`src/rtl/instr_encoder.sv`:
```
// instr_encoder: encodes MIPS mnemonics into a word FIFO and streams them to instruction memory.
// Optional NOP padding after beq/j is enabled by defining INSTR_ENCODER_NOP_PAD_EN.
module instr_encoder #(
  parameter int FIFO_DEPTH = 4,
  parameter int ADDR_W = 8,
  parameter logic [31:0] BASE_ADDR = 32'h0,
  parameter int PAD_NOPS = 3
) (
  input  logic              clk_i,
  input  logic              rst_i,
  input  logic              start_i,
  input  logic              end_i,
  input  logic              req_valid_i,
  output logic              req_ready_o,
  input  logic [3:0]        op_sel_i,
  input  logic [4:0]        rs_i,
  input  logic [4:0]        rt_i,
  input  logic [4:0]        rd_i,
  input  logic [15:0]       imm_i,
  input  logic [25:0]       target_i,
  output logic              mem_we_o,
  input  logic              mem_ready_i,
  output logic [31:0]       mem_addr_o,
  output logic [31:0]       mem_data_o,
  output logic [ADDR_W-1:0] word_cnt_o,
  output logic              err_o,
  output logic              ovf_o,
  output logic              busy_o,
  output logic              done_o
);
  localparam int PW = $clog2(FIFO_DEPTH);
`ifdef INSTR_ENCODER_NOP_PAD_EN
  localparam int W = 33;
`else
  localparam int W = 32 + 0 * PAD_NOPS;
`endif
  typedef enum logic [1:0] {IDLE, RUN, DRAIN, DONE} state_t;
  state_t state;
  logic [W-1:0] fifo [FIFO_DEPTH];
  logic [W-1:0] head, entry;
  logic [PW-1:0] rd_ptr, wr_ptr;
  logic [PW:0] count;
  logic [31:0] word;
  logic legal, fire, push, pop, wr, empty, pad;
  always_comb begin
    word = 32'h0;
    legal = 1'b1;
    case (op_sel_i)
      4'd0:  word = {6'h00, rs_i, rt_i, rd_i, 5'h0, 6'h20};
      4'd1:  word = {6'h00, rs_i, rt_i, rd_i, 5'h0, 6'h22};
      4'd2:  word = {6'h00, rs_i, rt_i, rd_i, 5'h0, 6'h24};
      4'd3:  word = {6'h00, rs_i, rt_i, rd_i, 5'h0, 6'h25};
      4'd4:  word = {6'h00, rs_i, rt_i, rd_i, 5'h0, 6'h2a};
      4'd5:  word = {6'h08, rs_i, rt_i, imm_i};
      4'd6:  word = {6'h0a, rs_i, rt_i, imm_i};
      4'd7:  word = {6'h04, rs_i, rt_i, imm_i};
      4'd8:  word = {6'h0f, 5'h0, rt_i, imm_i};
      4'd9:  word = {6'h0d, rs_i, rt_i, imm_i};
      4'd10: word = {6'h23, rs_i, rt_i, imm_i};
      4'd11: word = {6'h2b, rs_i, rt_i, imm_i};
      4'd12: word = {6'h02, target_i};
      default: legal = 1'b0;
    endcase
  end
  assign empty = count == '0;
  assign head = fifo[rd_ptr];
  assign busy_o = state == RUN || state == DRAIN;
  assign done_o = state == DONE;
  assign req_ready_o = state == RUN && count != (PW+1)'(FIFO_DEPTH);
  assign fire = req_valid_i & req_ready_o;
  assign push = fire & legal;
  assign mem_addr_o = BASE_ADDR + 32'({word_cnt_o, 2'b00});
  assign wr = mem_we_o & mem_ready_i;
`ifdef INSTR_ENCODER_NOP_PAD_EN
  logic [7:0] pad_cnt;
  assign entry = {op_sel_i == 4'd7 || op_sel_i == 4'd12, word};
  assign pad = pad_cnt != 8'd0;
  assign mem_we_o = busy_o & (pad | ~empty);
  assign mem_data_o = (mem_we_o & ~pad) ? head[31:0] : 32'h0;
  assign pop = wr & ~pad;
  // The flagged word leaves the FIFO when written; its NOPs follow from the counter.
  always_ff @(posedge clk_i)
    if (rst_i) pad_cnt <= 8'd0;
    else if (pop & head[32]) pad_cnt <= 8'(PAD_NOPS);
    else if (wr & pad) pad_cnt <= pad_cnt - 8'd1;
`else
  assign entry = word;
  assign pad = 1'b0;
  assign mem_we_o = busy_o & ~empty;
  assign mem_data_o = mem_we_o ? head : 32'h0;
  assign pop = wr;
`endif
  always_ff @(posedge clk_i) begin
    if (rst_i) begin
      state <= IDLE;
      rd_ptr <= '0;
      wr_ptr <= '0;
      count <= '0;
      word_cnt_o <= '0;
      ovf_o <= 1'b0;
      err_o <= 1'b0;
    end else begin
      err_o <= fire & ~legal;
      if (push) begin
        fifo[wr_ptr] <= entry;
        wr_ptr <= wr_ptr + 1'b1;
      end
      if (pop) rd_ptr <= rd_ptr + 1'b1;
      count <= count + (PW+1)'(push) - (PW+1)'(pop);
      if (wr) begin
        word_cnt_o <= word_cnt_o + 1'b1;
        if (&word_cnt_o) ovf_o <= 1'b1;
      end
      case (state)
        IDLE, DONE: if (start_i) begin
          state <= RUN;
          word_cnt_o <= '0;
          ovf_o <= 1'b0;
        end
        RUN: if (end_i) state <= DRAIN;
        default: if (empty & ~pad) state <= DONE;
      endcase
    end
  end
endmodule
```
`config.mk`:
```
export PLATFORM = sky130hd
export DESIGN_NAME = instr_encoder
export DESIGN_NICKNAME = d
export VERILOG_FILES = /design/src/rtl/instr_encoder.sv
export SDC_FILE = /design/constraint.sdc
export NUM_CORES = 1
export LEC_CHECK = 0
export CELL_PAD_IN_SITES_DETAIL_PLACEMENT = 1
export CELL_PAD_IN_SITES_GLOBAL_PLACEMENT = 1
export CORE_MARGIN = 2
export CORE_UTILIZATION = 25
export DETAILED_ROUTE_END_ITERATION = 7
export PLACE_DENSITY_LB_ADDON = 0.1
export SLEW_MARGIN = 5
export SYNTH_ARGS = -nofsm -noshare
export SYNTH_HDL_FRONTEND = slang
export SYNTH_SLANG_ARGS = --single-unit
```
`constraint.sdc`:
```
create_clock -name clk_i -period 3.2 [get_ports clk_i]
set_input_delay 0.8 -clock clk_i [delete_from_list [all_inputs] [get_ports clk_i]]
set_output_delay 0.8 -clock clk_i [all_outputs]
set_load 0.01 [all_outputs]
```
==> flow_metrics.tcl <==
set metrics [dict create \
    cts.path.max_buffers 2 \
    power.leakage_nw 3.33 \
    synth_top_area_share_pct 55.6 \
    yosysSeqAreaShare_pct 61.9 \
    setup_viol_count_final 0 \
    wl_per_cell_um 19.2 \
    worstPathMaxFanout 15 \
    cts_inserted_buffers 17 \
    dieWidth_um 168 \
    crit_chain "inv_1, ha_1, or2_4, inv_6, buf_12, buf_4, and2_1, dlygate4sd2_1" \
    dp.cells 909 \
    worst_setup_path_start_kind "flip-flop" \
    numPortBuffers 119 \
    drtIter0Drc 210 \
    synth_edf_count 124 \
    hold_viol 0 \
    die_h_um 168 \
    drive_gt1_share_pct 18.2 \
    status "finished, final reports clean" \
    gp_congestion 0.686 \
    h-tree-depth 4 \
    grt_pass1_vias 4649 \
    grt_pass1_wl_um 27600 \
    cp.arrival_ps 2210 \
    cts-root-buf "clkbuf_16" \
    postRouteAntennaNets 0 \
    cpLargestDelayFamily "buffers and inverters" \
    drt-pass1-iter-count 4 \
    cts_sinks 145 \
    max_slew_margin_pct 30.3 \
    worst_ir_drop_vdd_mv 0.489 \
    ctsHoldBuffers 0 \
    row_count 59 \
    max_cap_viol_count 0 \
    yosys.area.top_type "edfxtp_1" \
    clkTransAtPathRegs_ps 70 \
    viasPerCell 4.48 \
    start_util_pct 25.5 \
    num_vias 4241 \
    drc 0 \
    synth-seq-cells 145 \
    synthCells 463 \
    timing.fmax_mhz 332 \
    crit_buf_inv 5 \
    rsz0062_at_grt "false" \
    crit_type "flip-flop to output pin" \
    pre_cts_ws_ps -183 \
    grt.total_usage_pct 13.3 \
    timing.setup.tns_ps 0 \
    core_um2 26200 \
    grt_overflow 0 \
    ys_types 48 \
    final_cell_mix "124 x edfxtp_1, 86 x clkdlybuf4s50_1, 33 x and2_1, 32 x nor2_1, 31 x mux4_2" \
    fin_cells 947 \
    synthFlopType "edfxtp_1" \
    crit_required_ps 2400 \
    antenna_found_initial 2 \
    avgSynthCellArea_um2 14.5 \
    critPathMaxStageDelay_ps 350 \
    die_area_um2 28100 \
    setup_ws_ps 189 \
    postSynth.asyncResetShare_pct 0 \
    powerDensity_nw_per_um2 622 \
    clk_latency_ps 430 \
    slew_violations 0 \
    min_path_type "flip-flop to flip-flop" \
    cp-end-kind "output pin" \
    synth_area_leaders "edfxtp_1 56%, mux4_2 10%, dfxtp_1 6.3%, buf_4 3.7%, and2_1 3.5%" \
    worst_slew_pin_slew_ps 1040 \
    syn_area_um2 6700 \
    grt_max_degree 45 \
    wirelength_um 18200 \
    cts_tree "yes" \
    num_io_pins 145 \
    layout_commonest_cell "edfxtp_1" \
    period_share_pct 94.1 \
    skew_ps 11.8 \
    post-dp-hpwl_um 11700 \
    syn_to_final_growth_pct 34.0 \
    yosysWarnings 0 \
    period_minus_slack_ps 3010 \
    cpMaxStageDelayCell "dfxtp_2" \
    nets 676 \
]
==> registers in the layout, indices dropped and copies added, names as in the netlist, named ones only <==
signal	count
fifo	124
word_cnt_o	8
count	3
rd_ptr	2
state	2
wr_ptr	2
err_o	1
ovf_o	1
==> final cells by class <==
type,instances,area [µm²]
Clock inverter,14,146
Antenna cell,1,2.50
Tap cell,335,419
Inverter,12,50.0
Multi-Input combinational cell,273,2250
Fill cell,2742,17200
Sequential cell,145,4150
Clock buffer,17,425
Timing Repair Buffer,150,1530
==> where the power goes <==
| part | total (mW) | internal (mW) | switching, mW |
|---|---|---|---|
| Sequential | 2.21 | 2.14 | 0.0646 |
| Combinational | 1.44 | 0.735 | 0.703 |
| Clock | 1.94 | 1.09 | 0.845 |
| Total | 5.58 | 3.97 | 1.61 |
==> routing by layer <==
metal	global-route usage, %	part of all wire [%]
met1	16.4	44
met2	22.9	50
met3	4.07	4.2
met4	3.02	1.1
met5	0	0.088
==> stage by stage <==
step / power (mW) / utilization, % / hold slack [ps] / cell area [µm²]
floorplan: 2.99 / - / 481 / 6790
global placement: 3.62 / 31.7 / 462 / 8320
detailed placement: 3.64 / 31.7 / 473 / 8320
CTS: 5.68 / 34.1 / 503 / 8930
global route: 5.87 / 34.2 / 559 / 8970
finish: 5.58 / 34.2 / 505 / 8970
==> synth_stat cells (all sizes together), types with 4 or more instances <==
master    n
a21oi     9
a221o     6
a22o     18
and2     37
buf      44
clkbuf   13
dfxtp    21
edfxtp  124
ha        9
inv      12
mux2i     6
mux4     31
nand2    17
nand2b    4
nand3    12
nor2     35
nor2b     4
nor3      5
o21ai    16
xnor2    10
==> worst reg2reg max path, cell delays in order (launching register included) <==
cell      delay (ps)
dfxtp_2          330
inv_1             80
ha_1             270
nand2_1          140
a221oi_4         230
inv_1             80
ha_1             290
inv_1             50
ha_1             130
inv_1             50
fa_1             400
xor2_1           180
xnor2_1          140
nor2_1            50
==> final timing paths <==
| kind | start | end | slack, ps | depth (start not counted) |
|---|---|---|---|---|
| setup / recovery | state[1] | mem_data_o[12] | 190 | 8 |
| hold / removal | ovf_o | ovf_o | 510 | 2 |
| setup reg to reg | state[1] | count[2] | 670 | 13 |
| hold reg to reg | ovf_o | ovf_o | 510 | 2 |
==> logic make-up (layout without fill, tap and decap cells) <==
logic type | count (synthesis) | count (layout) | share of synthesized area [%]
AOI/OAI and AO/OA | 62 | 62 | 7.05
xor gates and xnor gates | 11 | 11 | 1.44
adders and majority gates | 10 | 10 | 1.98
buffers and inverters | 69 | 193 | 6.00
DFF | 145 | 145 | 61.9
muxes | 38 | 38 | 11.5
other | 1 | 26 | 0.0560
and+or+nand+nor | 127 | 127 | 10.1
==> timing repair <==
item,CTS,global route
setup endpoints to repair,31,12
gates resized for setup,31,12
setup buffers,2,3
gates cloned,1,0
(Power assumes the default switching activity.)
